<file path="src/rtl/ds_mem_pkg.sv">
// Shared definitions for the DS-form load/store address-generation stage:
// memOp encodings, FSM state type, latched-op payload and the legality check.
package ds_mem_pkg;

  localparam int unsigned XLEN    = 64;
  localparam int unsigned IMM_W   = 14;
  localparam int unsigned REG_W   = 5;
  localparam int unsigned MEMOP_W = 3;

  // memOp = {isStore, XO[30:31]}
  localparam logic [MEMOP_W-1:0] MEMOP_LD   = 3'b000;
  localparam logic [MEMOP_W-1:0] MEMOP_LDU  = 3'b001;
  localparam logic [MEMOP_W-1:0] MEMOP_LWA  = 3'b010;
  localparam logic [MEMOP_W-1:0] MEMOP_STD  = 3'b100;
  localparam logic [MEMOP_W-1:0] MEMOP_STDU = 3'b101;
  localparam logic [MEMOP_W-1:0] MEMOP_STQ  = 3'b110;

  typedef enum logic [1:0] {
    ST_IDLE  = 2'd0,
    ST_READ  = 2'd1,
    ST_VALID = 2'd2
  } agen_state_e;

  // Decoded fields captured at accept and consumed in the READ cycle.
  typedef struct packed {
    logic [REG_W-1:0]   rt;
    logic [REG_W-1:0]   ra;
    logic               base_zero;
    logic [IMM_W-1:0]   imm;
    logic [MEMOP_W-1:0] mem_op;
  } ds_op_t;

  // XO=3 is reserved; update forms need a real RA; load-update may not target RA.
  function automatic logic op_legal(input logic [MEMOP_W-1:0] mem_op,
                                    input logic [REG_W-1:0]   rt,
                                    input logic [REG_W-1:0]   ra);
    logic [1:0] xo;
    xo = mem_op[1:0];
    if (xo == 2'b11) return 1'b0;
    if ((xo == 2'b01) && (ra == '0)) return 1'b0;
    if ((xo == 2'b01) && !mem_op[2] && (ra == rt)) return 1'b0;
    return 1'b1;
  endfunction

endpackage

</file>
<file path="src/rtl/ds_ea_calc.sv">
// Effective-address adder for DS-form ops: ea = base + signext({imm, 2'b00}).
// Optional alignment check is built only when DS_AGEN_ALIGN_CHECK_EN is defined.
module ds_ea_calc
  import ds_mem_pkg::*;
(
  input  logic [XLEN-1:0]    base,
  input  logic [IMM_W-1:0]   imm,
  input  logic [MEMOP_W-1:0] mem_op,
  output logic [XLEN-1:0]    ea,
  output logic               align_fault
);

  logic [XLEN-1:0] disp;

  // Word-scaled displacement, sign-extended; the add wraps modulo 2^64.
  always_comb begin
    disp = {{(XLEN-IMM_W-2){imm[IMM_W-1]}}, imm, 2'b00};
    ea   = base + disp;
  end

`ifdef DS_AGEN_ALIGN_CHECK_EN
  // Quadword store needs 16-byte alignment; every other op needs 8-byte alignment.
  always_comb begin
    align_fault = 1'b0;
    if (mem_op == MEMOP_STQ) align_fault = (ea[3:0] != 4'd0);
    else                     align_fault = (ea[2:0] != 3'd0);
  end
`else
  logic unused_mem_op;

  // No check logic: the fault flag is tied low.
  always_comb begin
    unused_mem_op = ^mem_op;
    align_fault   = 1'b0;
  end
`endif

endmodule

</file>
<file path="src/rtl/ds_agen_stage.sv">
// DS-form address-generation stage: accept a decoded op, read RA from the
// register file, add the scaled displacement and present the EA downstream.
// Alignment checking is enabled by defining DS_AGEN_ALIGN_CHECK_EN.
module ds_agen_stage
  import ds_mem_pkg::*;
(
  input  logic               clock_i,
  input  logic               reset_n_i,
  input  logic               enable_i,
  output logic               ready_o,
  input  logic [REG_W-1:0]   reg1_i,
  input  logic [REG_W-1:0]   reg2_i,
  input  logic               reg2ValOrZero_i,
  input  logic [IMM_W-1:0]   imm_i,
  input  logic [MEMOP_W-1:0] memOp_i,
  output logic               regReadEn_o,
  output logic [REG_W-1:0]   regReadAddr_o,
  input  logic [XLEN-1:0]    regReadData_i,
  output logic               valid_o,
  input  logic               ready_i,
  output logic [XLEN-1:0]    addr_o,
  output logic [REG_W-1:0]   rt_o,
  output logic [MEMOP_W-1:0] memOp_o,
  output logic               updateEn_o,
  output logic [REG_W-1:0]   updateReg_o,
  output logic               alignFault_o,
  output logic               err_o
);

  agen_state_e     state_q, state_d;
  ds_op_t          op_q;
  logic            accept, legal, take, read_needed;
  logic [XLEN-1:0] base, ea;
  logic            align_fault;

  // Handshake and register-file request; the read is issued in the accept cycle
  // so the data lands in READ. Gated by reset so nothing leaks out during reset.
  always_comb begin
    ready_o       = reset_n_i && ((state_q == ST_IDLE) || ((state_q == ST_VALID) && ready_i));
    accept        = enable_i && ready_o;
    legal         = op_legal(memOp_i, reg1_i, reg2_i);
    take          = accept && legal;
    read_needed   = !(reg2ValOrZero_i && (reg2_i == '0));
    regReadEn_o   = take && read_needed;
    regReadAddr_o = regReadEn_o ? reg2_i : '0;
  end

  // State register.
  always_ff @(posedge clock_i or negedge reset_n_i) begin
    if (!reset_n_i) state_q <= ST_IDLE;
    else            state_q <= state_d;
  end

  // Next state; illegal ops are consumed without leaving IDLE.
  always_comb begin
    state_d = state_q;
    case (state_q)
      ST_IDLE:  if (take) state_d = ST_READ;
      ST_READ:  state_d = ST_VALID;
      ST_VALID: if (ready_i) state_d = take ? ST_READ : ST_IDLE;
      default:  state_d = ST_IDLE;
    endcase
  end

  // Capture decoded fields of a legal op at accept.
  always_ff @(posedge clock_i or negedge reset_n_i) begin
    if (!reset_n_i) begin
      op_q <= '0;
    end else if (take) begin
      op_q <= '{rt: reg1_i, ra: reg2_i,
                base_zero: reg2ValOrZero_i && (reg2_i == '0),
                imm: imm_i, mem_op: memOp_i};
    end
  end

  // RA==0 with the zero flag means a literal zero base.
  always_comb base = op_q.base_zero ? '0 : regReadData_i;

  ds_ea_calc u_ea_calc (
    .base        (base),
    .imm         (op_q.imm),
    .mem_op      (op_q.mem_op),
    .ea          (ea),
    .align_fault (align_fault)
  );

  // Output registers: load at end of READ, hold while stalled, drop on handshake.
  always_ff @(posedge clock_i or negedge reset_n_i) begin
    if (!reset_n_i) begin
      valid_o      <= 1'b0;
      addr_o       <= '0;
      rt_o         <= '0;
      memOp_o      <= '0;
      updateEn_o   <= 1'b0;
      updateReg_o  <= '0;
      alignFault_o <= 1'b0;
      err_o        <= 1'b0;
    end else begin
      err_o <= accept && !legal;
      if (state_q == ST_READ) begin
        valid_o      <= 1'b1;
        addr_o       <= ea;
        rt_o         <= op_q.rt;
        memOp_o      <= op_q.mem_op;
        updateEn_o   <= (op_q.mem_op[1:0] == 2'b01);
        updateReg_o  <= (op_q.mem_op[1:0] == 2'b01) ? op_q.ra : '0;
        alignFault_o <= align_fault;
      end else if ((state_q == ST_VALID) && ready_i) begin
        valid_o      <= 1'b0;
        alignFault_o <= 1'b0;
      end
    end
  end

endmodule

</file>
<file path="config.mk">
export PLATFORM = sky130hd
export DESIGN_NAME = ds_agen_stage
export DESIGN_NICKNAME = d
export VERILOG_FILES = /design/src/rtl/ds_mem_pkg.sv /design/src/rtl/ds_ea_calc.sv /design/src/rtl/ds_agen_stage.sv
export SDC_FILE = /design/constraint.sdc
export NUM_CORES = 1
export LEC_CHECK = 0
export CAP_MARGIN = 20
export CORE_MARGIN = 2
export CORE_UTILIZATION = 50
export DETAILED_ROUTE_END_ITERATION = 10
export GPL_TIMING_DRIVEN = 0
export PLACE_DENSITY = 0.81
export SETUP_SLACK_MARGIN = 0.5
export SYNTH_ARGS = -nofsm -noshare
export SYNTH_HDL_FRONTEND = slang
export SYNTH_HIERARCHICAL = 1
export SYNTH_SLANG_ARGS = --single-unit
</file>
<file path="constraint.sdc">
create_clock -name clock_i -period 9.8 [get_ports clock_i]
set_input_delay 2.45 -clock clock_i [delete_from_list [all_inputs] [get_ports clock_i]]
set_output_delay 2.45 -clock clock_i [all_outputs]
set_load 0.01 [all_outputs]
</file>
After elaboration in Yosys (flattened, before gate mapping)

Cells that the tools add are included.

Register bits: 111
Input bits: 96
Output and inout port bits: 88
Logic and storage cells: 63

$add $sub $neg: 1
Equal/unequal tests: 8
Muxes and demuxes: 22
Reductions and logical operators: 18

Operator list:

| kind                                                 | count |
|---|---|
| adder 64 bit                                         | 1 |
| two-way mux 64 bit                                   | 1 |
| two-way mux 1 bit                                    | 16 |
| logical AND 1 bit                                    | 10 |
| two-way mux 5 bit                                    | 2 |
| equality test 2 x 1 -> 1 bit (second input constant) | 3 |
| one-hot mux 2 bit (3 select lines)                   | 1 |
| equality test 5 bit                                  | 1 |
| zero test 5 bit                                      | 1 |
| equality test 2 bit (second input constant)          | 2 |
| two-way mux 2 bit                                    | 2 |
| != test 2 bit (second input constant)                | 2 |
| zero test 1 bit                                      | 3 |
| zero test 2 bit                                      | 1 |
| AND reduction 2 bit                                  | 1 |
| nonzero test 2 bit                                   | 1 |
| logical OR 1 bit                                     | 1 |

Longest topological paths before layout

Word-level depth: 13
Mapped depth: 17
Mapped depth without buffers: 16

Cells and area by module

The synthesis kept the hierarchy.

Modules (own cells, without submodules):

| module        | times used | cells an instance | area each (sq um) | sequential area each (sq um) |
|---|---|---|---|---|
| ds_agen_stage | 1          | 490               | 4,822.1           | 2,777.7 |
| ds_ea_calc    | 1          | 528               | 3,624.7           | 0.0 |

Least setup slack after synthesis

OpenSTA, ideal clock, no wires.

Kind: input-to-output
Start: input port reg2_i[0]
End: output port regReadAddr_o[0]
Data arrival time: 3,712 ps
Data required time: 7,350 ps
Setup slack: 3,638 ps
Cell stages on the path: 7
Buffers on the path: 2
Cells stage by stage: or3_1 > o41ai_1 > a31oi_1 > nor2b_4 > buf_6 > buf_6 > and2_1

Cells in the longest elaborated chain, start to end: 11
Elaborated cells between the ends (all ways): 19
Classes of those cells: eq/ne: 1; mux: 11; reduce/logical: 7

RTL lines:

| element                         | RTL line            | text |
|---|---|---|
| start: declaration              | ds_agen_stage.sv:12 | `input logic [REG_W-1:0] reg2_i,` |
| equality test 5 bit             | ds_mem_pkg.sv:41    | `if ((xo == 2'b01) && !mem_op[2] && (ra == rt)) return 1'b0;` |
| logical AND 1 bit               | ds_mem_pkg.sv:41    |  |
| two-way mux 1 bit (2 in series) | ds_mem_pkg.sv:41    |  |
| two-way mux 1 bit               | ds_mem_pkg.sv:40    | `if ((xo == 2'b01) && (ra == '0)) return 1'b0;` |
| two-way mux 1 bit               | ds_mem_pkg.sv:42    | `return 1'b1;` |
| two-way mux 1 bit               | ds_mem_pkg.sv:41    |  |
| two-way mux 1 bit               | ds_mem_pkg.sv:40    |  |
| logical AND 1 bit               | ds_agen_stage.sv:42 | `take = accept && legal;` |
| logical AND 1 bit               | ds_agen_stage.sv:44 | `regReadEn_o = take && read_needed;` |
| two-way mux 5 bit *             | ds_agen_stage.sv:45 | `regReadAddr_o = regReadEn_o ? reg2_i : '0;` |
| end: declaration                | ds_agen_stage.sv:17 | `output logic [REG_W-1:0] regReadAddr_o,` |

Mark *: on every way between the ends. The rest lies on a longest branch, timed or not. The select of a mux whose other input is x is not followed.

Worst setup path in the final report

Start: input port reset_n_i
End: output port regReadAddr_o[2]

Cells in the longest elaborated chain, start to end: 5

RTL lines:

| element            | RTL line            | text |
|---|---|---|
| start: declaration | ds_agen_stage.sv:8  | `input logic reset_n_i,` |
| logical AND 1 bit  | ds_agen_stage.sv:39 | `ready_o = reset_n_i && ((state_q == ST_IDLE) \|\| ((state_q == ST_VALID) && ready_i));` |
| logical AND 1 bit  | ds_agen_stage.sv:40 | `accept = enable_i && ready_o;` |
| logical AND 1 bit  | ds_agen_stage.sv:42 |  |
| logical AND 1 bit  | ds_agen_stage.sv:44 |  |
| two-way mux 5 bit  | ds_agen_stage.sv:45 |  |

No other way between the ends.

==> results by group <==
Run status
  – Status: completed

Timing
  – Worst Slack Setup Final: 2.40 ns
  – Max-slew violations: 0
  – Least-Margin Pin Slew: 0.779 ns
  – Tmin final: 7.40 ns
  – Unrepaired setup endpoints after global routing: no
  – Setup violators final: 0
  – Final period utilization: 75.5%
  – Max-slew headroom: 47.6%
  – FMAX: 0.135 GHz
  – Skew final: 0.00894 ns
  – Sum Neg Setup Slack: 0 ns
  – Final Hold Viols: 0

Finish
  – Most frequent cells in the layout: nand2_1 (265), clkdlybuf4s50_1 (182), dfrtp_1 (110), nor2b_1 (74), a21oi_1 (72)
  – Design Area, Final: 0.0109 mm²
  – Area Overhead vs Synth: 29.4%
  – Commonest non-fill, non-tap cell in the layout: nand2_1
  – Nets: 1372
  – Layout cells sized above 1: 6.40%
  – Util after Layout: 66.1%

Synthesis
  – Mapped Area: 0.00845 mm²
  – Ys flop type: dfrtp_1
  – Cell count after synthesis: 1018
  – Top cells by area, synth: dfrtp_1 (33%), nand2_1 (12%), ha_1 (9.0%)
  – YS warnings: 6
  – Register area share after synthesis: 32.9%
  – Post-synth EDFFs: 0
  – Seq cells post-synth: 111
  – Post-synth top area share: 32.9%
  – Distinct cells, synth: 68
  – Largest area contributor in the netlist: dfrtp_1
  – Syn Nets: 1176
  – Syn_area_per_cell: 8.30 µm²
  – Post-synth ARST share: 100%

Floorplanning
  – Core area: 0.0165 mm²
  – DIE HEIGHT: 134 µm
  – Initial Util: 51.1%
  – Die Width: 134 µm
  – Die area: 0.0179 mm²
  – Cell Rows: 47
  – Top Ports: 184

Clocking
  – Clock root cell: clkbuf_16
  – CTS tree: yes
  – Max clock buf depth: 2
  – Post-cts resize count: 0
  – CTS clk-pin slew, worst paths: 0.08 ns
  – Setup bufs post-CTS: 0
  – Sinks on Clock Net: 111
  – Hold_buf cts: 0
  – CTS Buf Count: 9
  – H-tree depth reported by CTS: 3
  – Clk Latency, worst-skew pair: 0.36 ns

Worst hold path
  – HP Class: reg2reg

Placed design
  – Place WS: 2.35 ns
  – DPL Wire Length: 17600 µm
  – Global placement routability congestion: 0.934
  – Placed cell areas: 0.0106 mm²
  – Port-buffer cells: 183

Routing
  – Routed WL per cell: 16.1 µm
  – Antenna viol nets, final: 0
  – Via-per-instance ratio: 5.44
  – Initial DRC Count: 670
  – Post-Route WL: 23200 µm
  – First-pass iteration count of the detailed router: 7
  – DR DRC count: 0
  – Via count: 7835

Setup path
  – CP endpoint kind: primary output
  – Startpoint types: input pin
  – CP Class: in2out
  – Worst EP required: 7.35 ns
  – Critical Path AT: 4.95 ns
  – Worst-path maximum fanout: 57

Power and ir drop
  – Maximum VDD drop: 0.134 mV
  – Switching pwr: 1.05 mW
  – Overall Power: 2.60 mW
  – Reg power frac: 28.8%
  – P_leak: 5.11 nW
  – Combinational group share of total power: 55.8%
  – PD cells: 238 mW/mm²
  – Internal power: 1.55 mW
  – Switching share of total power: 40.3%
  – Clock power share: 15.4%

Flow run
  – Max-cap violation count: 0

Global routing
  – GRT Overall Usage: 26.2%
  – Largest net degree at the start of global routing: 58
  – Initial antenna violation count: 1
  – First-pass GRT wire length: 38000 µm
  – Vias in the first global route: 7633
  – Grt ovf: 0
power groups by stage:
stage | combinational (mW) | clock, mW | sequential (mW)
final | 1.45 | 0.399 | 0.748
after global routing | 1.59 | 0.423 | 0.773
after CTS | 1.44 | 0.408 | 0.750
after detailed placement | 1.43 | 0 | 0.754
after global placement | 1.40 | 0 | 0.763
after floorplan | 0.794 | 0 | 0.818
cells by family after synthesis:
kind of cell               share of synthesized area [%]
AOI/OAI and AO/OA                                   17.1
adders and majority gates                           9.27
and+or+nand+nor                                     24.8
other                                             0.0444
xor gates and xnor gates                            6.74
buffers and inverters                               4.44
muxes                                               4.71
DFF                                                 32.9
final cells by class:
type | count | area [µm²]
Antenna cell | 1 | 2.50
Buffer | 54 | 285
Clock buffer | 9 | 225
Clock inverter | 7 | 100
Fill cell | 1406 | 5600
Inverter | 24 | 90.1
Multi-Input combinational cell | 829 | 5290
Sequential cell | 111 | 2780
Tap cell | 220 | 275
Timing Repair Buffer | 185 | 1880
worst paths after layout:
check	start	endpoint	slack [ns]	cells after the start
max	reset_n_i	regReadAddr_o[2]	2.40	8
min	addr_o[23]	addr_o[23]	0.47	2
max reg2reg	op_q[17]	addr_o[57]	4.89	16
min reg2reg	addr_o[23]	addr_o[23]	0.47	2
max in group asynchronous	reset_n_i	addr_o[14]	6.92	2
min in group asynchronous	reset_n_i	addr_o[57]	2.13	1
layer usage:
| layer | vias to the layer above | share of wire, % | global-route usage [%] |
|---|---|---|---|
| met5 | - | 0 | 0 |
| met4 | 0 | 1.4 | 7.21 |
| met3 | 22 | 6.7 | 5.37 |
| met2 | 255 | 46 | 42.5 |
| met1 | 3665 | 46 | 35.8 |
| li1 | 3893 | - | - |
state kept, by name (all words and copies together) (netlist names):
signal	flops
addr_o	64
op_q	28
rt_o	5
updateReg_o	5
memOp_o	3
state_q	2
alignFault_o	1
err_o	1
updateEn_o	1
valid_o	1
worst max-delay path, cell delays in order:
cell and delay [ns]:
buf_4 0.55, nor3b_1 0.49, nand2_1 0.23, nor2b_4 0.15
buf_6 0.17, buf_6 0.16, and2_1 0.15, clkdlybuf4s50_1 0.55
synth_stat cells, drive strengths merged, types with 3 or more instances:
cell	number
a22o	5
o2111ai	3
nand3	10
nor2b	75
xnor2	31
a21o	29
inv	24
nor4	5
a2111oi	3
nand2	267
or4	3
clkbuf	37
ha	61
nand2b	5
xor2	34
o21bai	11
nand4	18
a31oi	11
o31ai	4
o41ai	6
a211oi	3
o21ai	46
nor2	34
and2	8
dfrtp	111
a21oi	72
mux2	28
o21a	5
and3	6
nor3	13
or3	3
a21boi	6
buf	17
per-stage QoR:
step,std cells,hold slack [ns]
floorplan,1018,0.439
global placement,1421,0.459
detailed placement,1423,0.461
CTS,1439,0.482
global route,1439,0.501
finish,1440,0.474
(Power assumes the default switching activity.)
